$ cat config.mk
export PLATFORM = sky130hd
export DESIGN_NAME = sprite_line_scheduler_flat
export DESIGN_NICKNAME = d
export VERILOG_FILES = /design/src/rtl/sprite_pkg.sv /design/src/rtl/sprite_line_scheduler_if.sv /design/src/rtl/sprite_wr_fifo.sv /design/src/rtl/sprite_line_scheduler.sv /design/src/flat_wrapper.sv
export SDC_FILE = /design/constraint.sdc
export NUM_CORES = 1
export LEC_CHECK = 0
export BUFFER_PORTS_ARGS = -buffer_cell sky130_fd_sc_hd__buf_2
export CAP_MARGIN = 20
export CORE_MARGIN = 10
export CORE_UTILIZATION = 52
export CTS_BUF_LIST = sky130_fd_sc_hd__clkbuf_4 sky130_fd_sc_hd__clkbuf_8
export CTS_CLUSTER_SIZE = 10
export DETAILED_ROUTE_END_ITERATION = 16
export PLACE_DENSITY_LB_ADDON = 0.1
export REMOVE_ABC_BUFFERS = 1
export SLEW_MARGIN = 20
export SYNTH_ARGS = -nofsm -noshare
export SYNTH_HDL_FRONTEND = slang
export SYNTH_SLANG_ARGS = --single-unit
export TNS_END_PERCENT = 30
$ cat constraint.sdc
create_clock -name clk -period 4.3 [get_ports clk]
set_clock_uncertainty 0.2 [all_clocks]
set_input_delay 0.215 -clock clk [delete_from_list [all_inputs] [get_ports clk]]
set_output_delay 0.215 -clock clk [all_outputs]
set_load 0.05 [all_outputs]
$ cat src/rtl/sprite_pkg.sv
// Shared widths, default frame geometry and scheduler types for the sprite line scheduler.
package sprite_pkg;

   localparam int SPR_IDX_W         = 5;
   localparam int SPR_ATTR_W        = 32;
   localparam int VCOUNT_W          = 10;
   localparam int VISIBLE_LINES_DEF = 480;
   localparam int TOTAL_LINES_DEF   = 525;
   localparam int WR_ENTRY_W        = SPR_IDX_W + SPR_ATTR_W;

   typedef enum logic [1:0] {IDLE, START, WAIT} sched_state_t;

   typedef struct packed {
      logic [SPR_IDX_W-1:0]  idx;
      logic [SPR_ATTR_W-1:0] data;
   } spr_wr_t;

endpackage

$ cat src/rtl/sprite_line_scheduler_if.sv
// Scheduler bus: VGA timing and CPU writes in, engine control and attribute writes out.
interface sprite_line_scheduler_if;
   import sprite_pkg::*;

   logic [VCOUNT_W-1:0]   vga_vcount;
   logic                  vga_line_start;
   logic                  cpu_wr_en;
   logic [SPR_IDX_W-1:0]  cpu_wr_idx;
   logic [SPR_ATTR_W-1:0] cpu_wr_data;
   logic                  cpu_wr_ready;
   logic                  spr_wr_en;
   logic [SPR_IDX_W-1:0]  spr_wr_idx;
   logic [SPR_ATTR_W-1:0] spr_wr_data;
   logic                  sprite_start;
   logic [VCOUNT_W-1:0]   eng_vcount;
   logic                  eng_done;
   logic                  line_buf_sel;
   logic                  busy;
   logic [7:0]            overrun_cnt;

   modport master (
      input  vga_vcount, vga_line_start, cpu_wr_en, cpu_wr_idx, cpu_wr_data, eng_done,
      output cpu_wr_ready, spr_wr_en, spr_wr_idx, spr_wr_data, sprite_start,
             eng_vcount, line_buf_sel, busy, overrun_cnt
   );

   modport slave (
      output vga_vcount, vga_line_start, cpu_wr_en, cpu_wr_idx, cpu_wr_data, eng_done,
      input  cpu_wr_ready, spr_wr_en, spr_wr_idx, spr_wr_data, sprite_start,
             eng_vcount, line_buf_sel, busy, overrun_cnt
   );

endinterface

$ cat src/rtl/sprite_wr_fifo.sv
// Synchronous FIFO, combinational head (dout valid whenever !empty); push refused while full
// even if a pop happens in the same cycle.
module sprite_wr_fifo #(
   parameter int WIDTH = 37,
   parameter int DEPTH = 8
) (
   input  logic                     clk,
   input  logic                     reset,
   input  logic                     push,
   input  logic                     pop,
   input  logic [WIDTH-1:0]         din,
   output logic [WIDTH-1:0]         dout,
   output logic                     full,
   output logic                     empty,
   output logic [$clog2(DEPTH):0]   count
);

   localparam int AW = $clog2(DEPTH);
   localparam int CW = AW + 1;

   logic [WIDTH-1:0] mem [DEPTH];
   logic [AW-1:0]    wr_ptr;
   logic [AW-1:0]    rd_ptr;
   logic             do_push;
   logic             do_pop;

   assign full    = (count == CW'(DEPTH));
   assign empty   = (count == '0);
   assign do_push = push && !full;
   assign do_pop  = pop && !empty;
   assign dout    = mem[rd_ptr];

   always_ff @(posedge clk) begin
      if (do_push) begin
         mem[wr_ptr] <= din;
      end
   end

   // Pointers wrap naturally because DEPTH is a power of two.
   always_ff @(posedge clk) begin
      if (!reset) begin
         wr_ptr <= '0;
         rd_ptr <= '0;
         count  <= '0;
      end else begin
         if (do_push) wr_ptr <= wr_ptr + 1'b1;
         if (do_pop)  rd_ptr <= rd_ptr + 1'b1;
         case ({do_push, do_pop})
            2'b10:   count <= count + 1'b1;
            2'b01:   count <= count - 1'b1;
            default: count <= count;
         endcase
      end
   end

endmodule

$ cat src/rtl/sprite_line_scheduler.sv
// Starts the sprite engine one cycle after each line pulse for the next visible line and flips the
// ping-pong buffer; queued CPU attribute writes drain one per cycle only in vblank while idle.
module sprite_line_scheduler
   import sprite_pkg::*;
#(
   parameter int NUM_SPRITES   = 32,
   parameter int VISIBLE_LINES = VISIBLE_LINES_DEF,
   parameter int TOTAL_LINES   = TOTAL_LINES_DEF,
   parameter int FIFO_DEPTH    = 8
) (
   input  logic                    clk,
   input  logic                    reset,
   sprite_line_scheduler_if.master bus
);

   localparam int CNT_W = $clog2(FIFO_DEPTH) + 1;
   localparam logic [VCOUNT_W-1:0] LAST_LINE = VCOUNT_W'(TOTAL_LINES - 1);
   localparam logic [VCOUNT_W-1:0] VIS_LINES = VCOUNT_W'(VISIBLE_LINES);
   localparam logic [CNT_W-1:0]    FULL_CNT  = CNT_W'(FIFO_DEPTH);

   if ($clog2(NUM_SPRITES) != SPR_IDX_W) begin : g_idx_w_chk
      $error("NUM_SPRITES does not match SPR_IDX_W");
   end

   sched_state_t        state;
   logic [VCOUNT_W-1:0] tgt;
   logic                tgt_vis;
   logic                push;
   logic                pop;
   logic                fifo_full;
   logic                fifo_empty;
   logic [CNT_W-1:0]    fifo_count;
   spr_wr_t             fifo_din;
   spr_wr_t             fifo_dout;

   logic                sprite_start_q;
   logic                spr_wr_en_q;
   spr_wr_t             spr_wr_q;
   logic [VCOUNT_W-1:0] eng_vcount_q;
   logic                line_buf_sel_q;
   logic                busy_q;
   logic [7:0]          overrun_q;

   assign tgt      = (bus.vga_vcount == LAST_LINE) ? '0 : bus.vga_vcount + 1'b1;
   assign tgt_vis  = (tgt < VIS_LINES);
   assign fifo_din = {bus.cpu_wr_idx, bus.cpu_wr_data};
   assign push     = bus.cpu_wr_en && !fifo_full;
   // Commits never overlap a render or the cycle a new line could start one.
   assign pop      = (state == IDLE) && (bus.vga_vcount >= VIS_LINES) &&
                     !fifo_empty && !bus.vga_line_start;

   sprite_wr_fifo #(
      .WIDTH (WR_ENTRY_W),
      .DEPTH (FIFO_DEPTH)
   ) u_wr_fifo (
      .clk   (clk),
      .reset (reset),
      .push  (push),
      .pop   (pop),
      .din   (fifo_din),
      .dout  (fifo_dout),
      .full  (fifo_full),
      .empty (fifo_empty),
      .count (fifo_count)
   );

   always_ff @(posedge clk) begin
      if (!reset) begin
         state          <= IDLE;
         sprite_start_q <= 1'b0;
         spr_wr_en_q    <= 1'b0;
         spr_wr_q       <= '0;
         eng_vcount_q   <= '0;
         line_buf_sel_q <= 1'b0;
         busy_q         <= 1'b0;
         overrun_q      <= '0;
      end else begin
         sprite_start_q <= 1'b0;
         spr_wr_en_q    <= pop;
         if (pop) begin
            spr_wr_q <= fifo_dout;
         end
         case (state)
            IDLE: begin
               if (bus.vga_line_start && tgt_vis) begin
                  state          <= START;
                  eng_vcount_q   <= tgt;
                  sprite_start_q <= 1'b1;
                  line_buf_sel_q <= ~line_buf_sel_q;
                  busy_q         <= 1'b1;
               end
            end
            START: begin
               state <= WAIT;
            end
            WAIT: begin
               if (bus.eng_done) begin
                  // A done coinciding with the next pulse chains straight into the next render.
                  if (bus.vga_line_start && tgt_vis) begin
                     state          <= START;
                     eng_vcount_q   <= tgt;
                     sprite_start_q <= 1'b1;
                     line_buf_sel_q <= ~line_buf_sel_q;
                  end else begin
                     state  <= IDLE;
                     busy_q <= 1'b0;
                  end
               end else if (bus.vga_line_start && (overrun_q != 8'hFF)) begin
                  overrun_q <= overrun_q + 1'b1;
               end
            end
            default: begin
               state  <= IDLE;
               busy_q <= 1'b0;
            end
         endcase
      end
   end

   assign bus.cpu_wr_ready = (fifo_count != FULL_CNT);
   assign bus.sprite_start = sprite_start_q;
   assign bus.spr_wr_en    = spr_wr_en_q;
   assign bus.spr_wr_idx   = spr_wr_q.idx;
   assign bus.spr_wr_data  = spr_wr_q.data;
   assign bus.eng_vcount   = eng_vcount_q;
   assign bus.line_buf_sel = line_buf_sel_q;
   assign bus.busy         = busy_q;
   assign bus.overrun_cnt  = overrun_q;

endmodule

$ cat src/flat_wrapper.sv
// flat-port wrapper written by rule: the top's interface ports become plain ports
module sprite_line_scheduler_flat import sprite_pkg::*;
#(
   parameter int NUM_SPRITES   = 32,
   parameter int VISIBLE_LINES = VISIBLE_LINES_DEF,
   parameter int TOTAL_LINES   = TOTAL_LINES_DEF,
   parameter int FIFO_DEPTH    = 8
)
  (clk, reset, bus_vga_vcount, bus_vga_line_start, bus_cpu_wr_en, bus_cpu_wr_idx, bus_cpu_wr_data, bus_eng_done, bus_cpu_wr_ready, bus_spr_wr_en, bus_spr_wr_idx, bus_spr_wr_data, bus_sprite_start, bus_eng_vcount, bus_line_buf_sel, bus_busy, bus_overrun_cnt);
  sprite_line_scheduler_if bus_i ();
  input  logic clk;
  input  logic reset;
  input wire logic [$bits(bus_i.vga_vcount)-1:0] bus_vga_vcount;
  input wire logic [$bits(bus_i.vga_line_start)-1:0] bus_vga_line_start;
  input wire logic [$bits(bus_i.cpu_wr_en)-1:0] bus_cpu_wr_en;
  input wire logic [$bits(bus_i.cpu_wr_idx)-1:0] bus_cpu_wr_idx;
  input wire logic [$bits(bus_i.cpu_wr_data)-1:0] bus_cpu_wr_data;
  input wire logic [$bits(bus_i.eng_done)-1:0] bus_eng_done;
  output wire logic [$bits(bus_i.cpu_wr_ready)-1:0] bus_cpu_wr_ready;
  output wire logic [$bits(bus_i.spr_wr_en)-1:0] bus_spr_wr_en;
  output wire logic [$bits(bus_i.spr_wr_idx)-1:0] bus_spr_wr_idx;
  output wire logic [$bits(bus_i.spr_wr_data)-1:0] bus_spr_wr_data;
  output wire logic [$bits(bus_i.sprite_start)-1:0] bus_sprite_start;
  output wire logic [$bits(bus_i.eng_vcount)-1:0] bus_eng_vcount;
  output wire logic [$bits(bus_i.line_buf_sel)-1:0] bus_line_buf_sel;
  output wire logic [$bits(bus_i.busy)-1:0] bus_busy;
  output wire logic [$bits(bus_i.overrun_cnt)-1:0] bus_overrun_cnt;
  assign bus_i.vga_vcount = bus_vga_vcount;
  assign bus_i.vga_line_start = bus_vga_line_start;
  assign bus_i.cpu_wr_en = bus_cpu_wr_en;
  assign bus_i.cpu_wr_idx = bus_cpu_wr_idx;
  assign bus_i.cpu_wr_data = bus_cpu_wr_data;
  assign bus_i.eng_done = bus_eng_done;
  assign bus_cpu_wr_ready = bus_i.cpu_wr_ready;
  assign bus_spr_wr_en = bus_i.spr_wr_en;
  assign bus_spr_wr_idx = bus_i.spr_wr_idx;
  assign bus_spr_wr_data = bus_i.spr_wr_data;
  assign bus_sprite_start = bus_i.sprite_start;
  assign bus_eng_vcount = bus_i.eng_vcount;
  assign bus_line_buf_sel = bus_i.line_buf_sel;
  assign bus_busy = bus_i.busy;
  assign bus_overrun_cnt = bus_i.overrun_cnt;
  sprite_line_scheduler #(.NUM_SPRITES(NUM_SPRITES), .VISIBLE_LINES(VISIBLE_LINES), .TOTAL_LINES(TOTAL_LINES), .FIFO_DEPTH(FIFO_DEPTH)) u_core (.clk(clk), .reset(reset), .bus(bus_i));
endmodule
### Yosys cells after proc, flatten, opt, wreduce, memory -nomap -nowiden

Memories as Yosys holds them, arrays and structs flattened. A register that Yosys moved wholly into a read port is not among the register bits.
Index checks and enable logic that the tools add are counted.

* bits in latches: 0
* memory bits (read-only): 0
* output and inout bits: 60
* register bits: 34
* input port bits: 52
* memories: 1
* memory bits (writable): 296
* logic and storage cells: 74

* order comparisons: 2
* bitwise gates (word level): 3
* equality and inequality tests: 11
* muxes and demuxes: 21
* divide/modulo/power cells: 0
* $mul: 0
* shift operators: 0
* reduce and logical (&&, ||, !) cells: 20
* $add $sub $neg: 6

Memories
* u_core.u_wr_fifo.mem: depth 8, width 37, read ports 1, clocked after memory_dff 1, write ports 1, line sprite_wr_fifo.sv:21 `logic [WIDTH-1:0] mem [DEPTH];`

Operators by type and width (count)
* $mux 10: 3
* $pmux 10 s2: 1
* $add 10x1->10 const B: 1
* $eq 10x10->1 const B: 1
* $ge 10x9->1 const B: 1
* $lt 10x9->1 const B: 1
* $mux 1: 10
* $add 8x1->8 const B: 1
* $logic_and 1x1->1: 8
* $ne 8x8->1 const B: 1
* $pmux 4 s2: 1
* $add 3x1->3 const B: 2
* $ne 2x2->1 const B: 3
* $pmux 2 s3: 1
* $add 4x1->4 const B: 1
* $eq 2x1->1 const B: 2
* $eq 2x2->1 const B: 2
* $eq 4x4->1 const B: 1
* $logic_not 1->1: 4
* $logic_not 4->1: 1
* $mux 2: 2
* $ne 4x4->1 const B: 1
* $pmux 1 s2: 2
* $reduce_and 2->1: 2
* 7 further kinds: 10

### Longest topological paths before layout

* word-level depth: 7
* mapped depth: 12
* gate-level depth less buffers: 10

### Hierarchy

Synthesis repeated with hierarchy kept, for this count alone.

* cell total of the unflattened synthesis: 808
* area, all modules: 14308.7 µm²

Modules (own cells, without submodules)
* sprite_wr_fifo: cells an instance 504, area each 11788.8 µm², sequential area each 9148.8 µm², times used 1
* sprite_line_scheduler: cells an instance 304, area each 2519.9 µm², sequential area each 1221.2 µm², times used 1

### Worst setup path after synthesis

No wires, ideal clock.

* path kind: reg2reg
* start point: reg u_core.u_wr_fifo.count[0]
* end point: mem u_core.u_wr_fifo.mem[0][0] (enable)
* slack: -0.303 ns
* path buffers: 0
* clock period less this slack: 4.603 ns
* data required time: 3.623 ns
* setup time: 0.477 ns
* cell stages (with the launch flop): 6
* arrival: 3.926 ns
* cell sequence: dfxtp_1 -> nor3_1 -> nand2_1 -> nand2_1 -> or2_2 -> nor3_1

* longest elaborated chain between the ends: 6

RTL lines
* start: declaration: line sprite_wr_fifo.sv:15 `output logic [$clog2(DEPTH):0] count`
* start signal: assignment: line sprite_wr_fifo.sv:49 `2'b10: count <= count + 1'b1;`
* start signal: assignment: line sprite_wr_fifo.sv:50 `2'b01: count <= count - 1'b1;`
* start signal: assignment: line sprite_wr_fifo.sv:51 `default: count <= count;`
* $eq 4x4->1 (*): line sprite_wr_fifo.sv:27 `assign full = (count == CW'(DEPTH));`
* $logic_not 1->1 (*): line sprite_wr_fifo.sv:29, sprite_line_scheduler.sv:47
* $logic_and 1x1->1: line sprite_line_scheduler.sv:47 `assign push = bus.cpu_wr_en && !fifo_full;`
* $logic_and 1x1->1 (*): line sprite_wr_fifo.sv:29 `assign do_push = push && !full;`
* $mux 1 (*): line sprite_wr_fifo.sv:34 `if (do_push) begin`
* $mux 1 (implied by the code) (*): line sprite_wr_fifo.sv:35 `mem[wr_ptr] <= din;`
* end: declaration: line sprite_wr_fifo.sv:21

Mark *: on every way between the ends. The rest lies on a longest branch, timed or not.

### Worst setup path after layout

* start point: in bus_vga_vcount[0]
* end point: reg u_core.eng_vcount_q[3] (netlist: u_core.bus.eng_vcount[3])

* longest elaborated chain between the ends: 7
* elaborated cells on any way between the ends: 8
* those cells by class: add/sub: 1; order compare: 1; eq/ne: 1; mux: 4; reduce/logical: 1

RTL lines
* start: declaration: line flat_wrapper.sv:13 `input wire logic [$bits(bus_i.vga_vcount)-1:0] bus_vga_vcount;`
* $add 10x1->10 / $eq 10x10->1 (equally long branches): line sprite_line_scheduler.sv:44 `assign tgt = (bus.vga_vcount == LAST_LINE) ? '0 : bus.vga_vcount + 1'b1;`
* $mux 10 (*): line sprite_line_scheduler.sv:44
* $lt 10x9->1: line sprite_line_scheduler.sv:45 `assign tgt_vis = (tgt < VIS_LINES);`
* $logic_and 1x1->1: line sprite_line_scheduler.sv:85, sprite_line_scheduler.sv:99
* $mux 10 (*): line sprite_line_scheduler.sv:85, sprite_line_scheduler.sv:99
* $mux 10: line sprite_line_scheduler.sv:97 `if (bus.eng_done) begin`
* $pmux 10 s2 (*): line sprite_line_scheduler.sv:83 `case (state)`
* end signal: assignment: line sprite_line_scheduler.sv:87 `eng_vcount_q <= tgt;`
* end signal: assignment: line sprite_line_scheduler.sv:101 `eng_vcount_q <= tgt;`
* end: declaration: line sprite_line_scheduler.sv:39 `logic [VCOUNT_W-1:0] eng_vcount_q;`

Mark *: on every way between the ends. The rest lies on a longest branch, timed or not. The select of a mux whose other input is x is not followed.
A chain may end at the register's enable or synchronous reset.

==> results.ini <==
[logic_synthesis]
synth-edff-count=296
ys_types=42
syn-cell-area_um2=14020
synth_flop_cell=edfxtp_1
async_reset_ff_frac=0
yosysWarningCount=0
synth.yosys.seq_area_share=0.7352
postSynthAreaPerCell_um2=18.38
synth_cells=763
ys_seq_elements=367

[timing]
fin_crit_sh=0.6988
hold_violations=0
hold_ws_ns=0.1045
min_period_ns=3.005
worstMarginPinSlew_ns=0.8684
finalSetupViolCount=0
final.setup.tns_ns=0
setup_ws_ns=1.295
relSlewSlack=0.4210
slew_viol_final=0
timing.fmax_ghz=0.3328
rsz0062_at_grt=no

[drt]
wl_um=29070
dr.pass1.iters=5
drc=0
routed_via_density=5.597
drt_iter0_markers=509
detail-route-antenna-nets=0
wl_per_cell_um=21.43
dr_total_vias=7595

[outcome]
status=finished, final reports clean

[setup_path]
cp.required_ns=4.59
cp-end-kind=flop
r2r-start=u_core.u_wr_fifo.count[0]$_SDFFE_PN0P_
arrival_ns=3.30
cp_max_fo=8
crit_type=input port to flop
start_kind=input port
cp-startpoint=bus_vga_vcount[0]

[finish]
mostFrequentLayoutCells=edfxtp_1, buf_2, mux4_2, dfxtp_1
area_growth_pct=19.91
nFillCells=1906
final_common_cell=edfxtp_1
finalNetCount=1030
layout-drive-gt1-share=0.3087

[clock_tree]
cts_tree=done
cts_buffer_depth=3
cts_resized=0
cts_root_buf=clkbuf_8
cts_buffers=57
clk_pin_slew_ns=0.06
cts.sinks=367
cts_max_level=2
clock_latency_ns=0.57

[floorplanning]
ioPinCount=112
core_um2=26730
fp.dieH_um=184.2
start_util=0.5247
die_x_um=184.2
rows=60
die_area_um2=33940

[global_routing]
grt.overflow.total=0
grt_pass1_vias=8110
grt_busiest_layer=met2
grt_max_degree=78
antenna_found_initial=1
grt_pass1_wl_um=45420
met3_usage=0.03957
use_met1=0.2214
grt_use_total=0.1725
grtUsageMet2=0.2878

[min_path]
worstHoldPathType=input port to flop
hp-start=bus_vga_vcount[1]

[power]
pwr-share-clk=0.371
combPwrFrac=0.114
power.switching_uw=1890
p_sw_frac=0.2408
p_leak_uw=0.005706
ir_drop_uv=280.6
p_per_area_nw_per_um2=466.8
seqPwrFrac=0.515
internal_power_uw=5959

[placement]
gp_congestion=0.8323
dp_hpwl_um=17070
portBuffers=111
dp_slack_ns=1.451

[flow_run]
cap_violations=0

layout make-up:
class	instances	area (um2)	area share
clock inverters	24	185.2	0.01101
repair buffers	184	1281	0.07620
inverters	7	26.28	0.001563
flip-flops and latches	367	10320	0.6138
clock buffers	80	975.9	0.05804
diodes	2	5.005	0.0002976
well taps	341	426.7	0.02537
multi-input cells	352	3593	0.2137
logic make-up after synthesis:
| family | Yosys count | synth area share |
|---|---|---|
| compound gates | 65 | 0.03355 |
| simple gates | 137 | 0.04488 |
| mux | 121 | 0.1525 |
| buf+inv | 44 | 0.01285 |
| fa+ha+maj | 9 | 0.008566 |
| xor+xnor | 20 | 0.01249 |
| flops | 367 | 0.7352 |
sequential cells by signal, indices dropped and copies added (netlist names), 2 cells and up:
register,flops
u_core.bus.eng_vcount,10
u_core.bus.overrun_cnt,8
u_core.bus.spr_wr_data,32
u_core.bus.spr_wr_idx,5
u_core.state,2
u_core.u_wr_fifo.count,4
u_core.u_wr_fifo.mem,296
u_core.u_wr_fifo.rd_ptr,3
u_core.u_wr_fifo.wr_ptr,3
metal layers:
| layer | vias up | wire length, um |
|---|---|---|
| met5 | - | 0 |
| met3 | 37 | 1703 |
| li1 | 3463 | - |
| met1 | 3852 | 12410 |
| met4 | 0 | 464 |
| met2 | 243 | 14490 |
final timing paths:
kind | end | slack (ns) | depth (start not counted)
setup / recovery | u_core.bus.eng_vcount[3]$_SDFFE_PN0P_ | 1.30 | 10
hold / removal | u_core.bus.eng_vcount[5]$_SDFFE_PN0P_ | 0.10 | 6
setup reg to reg | u_core.u_wr_fifo.mem[4][31]$_DFFE_PP_ | 1.45 | 6
hold reg to reg | u_core.bus.eng_vcount[6]$_SDFFE_PN0P_ | 0.26 | 2
what timing repair did:
item | in CTS | in global routing
hold buffers | 58 | 0
hold endpoints to repair | 313 | 0
setup buffers | 0 | 0
synthesized netlist by cell type (all sizes together), types with 4 or more instances:
master	n	area (um2)
a211oi	40	312.8
a21oi	11	55.05
and3	5	31.28
buf	16	75.07
clkbuf	21	78.83
dfxtp	71	1421
edfxtp	296	8889
ha	8	100.1
inv	6	22.52
mux2i	46	460.4
mux4	74	1667
nand2	28	107.6
nand2b	4	25.02
nand3	7	40.04
nand4	5	31.28
nor2	66	247.7
nor3	4	20.02
nor4	4	25.02
o21ai	4	20.01
xnor2	8	70.07
xor2	12	105.1
power by group through the flow:
stage	combinational [uW]	clock (uW)	sequential, uW
finish	894	2910	4040
global route	969	3170	4060
CTS	909	3000	4040
detailed placement	863	0	4120
global placement	844	0	4110
floorplan	405	0	4330
stage by stage:
stage          utilization  instance area, um2  total power, uW  std cells
6_report            0.6292               16810             7849       1357
3_5_place_dp        0.5628               15040             4981       1192
3_3_place_gp        0.5628               15040             4953       1192
2_1_floorplan            -               13870             4737        726
4_1_cts             0.6279               16780             7951       1354
5_1_grt             0.6291               16810             8196       1356
worst max-delay path, cell delays in order:
cell           delay, ns
dlygate4sd3_1       0.53
buf_2               0.18
inv_1               0.10
ha_1                0.20
and4b_1             0.23
a31oi_1             0.46
nand2_1             0.09
dlygate4sd3_1       0.58
mux2i_1             0.13
dlygate4sd3_1       0.56
Power figures use the tool's default switching activity.
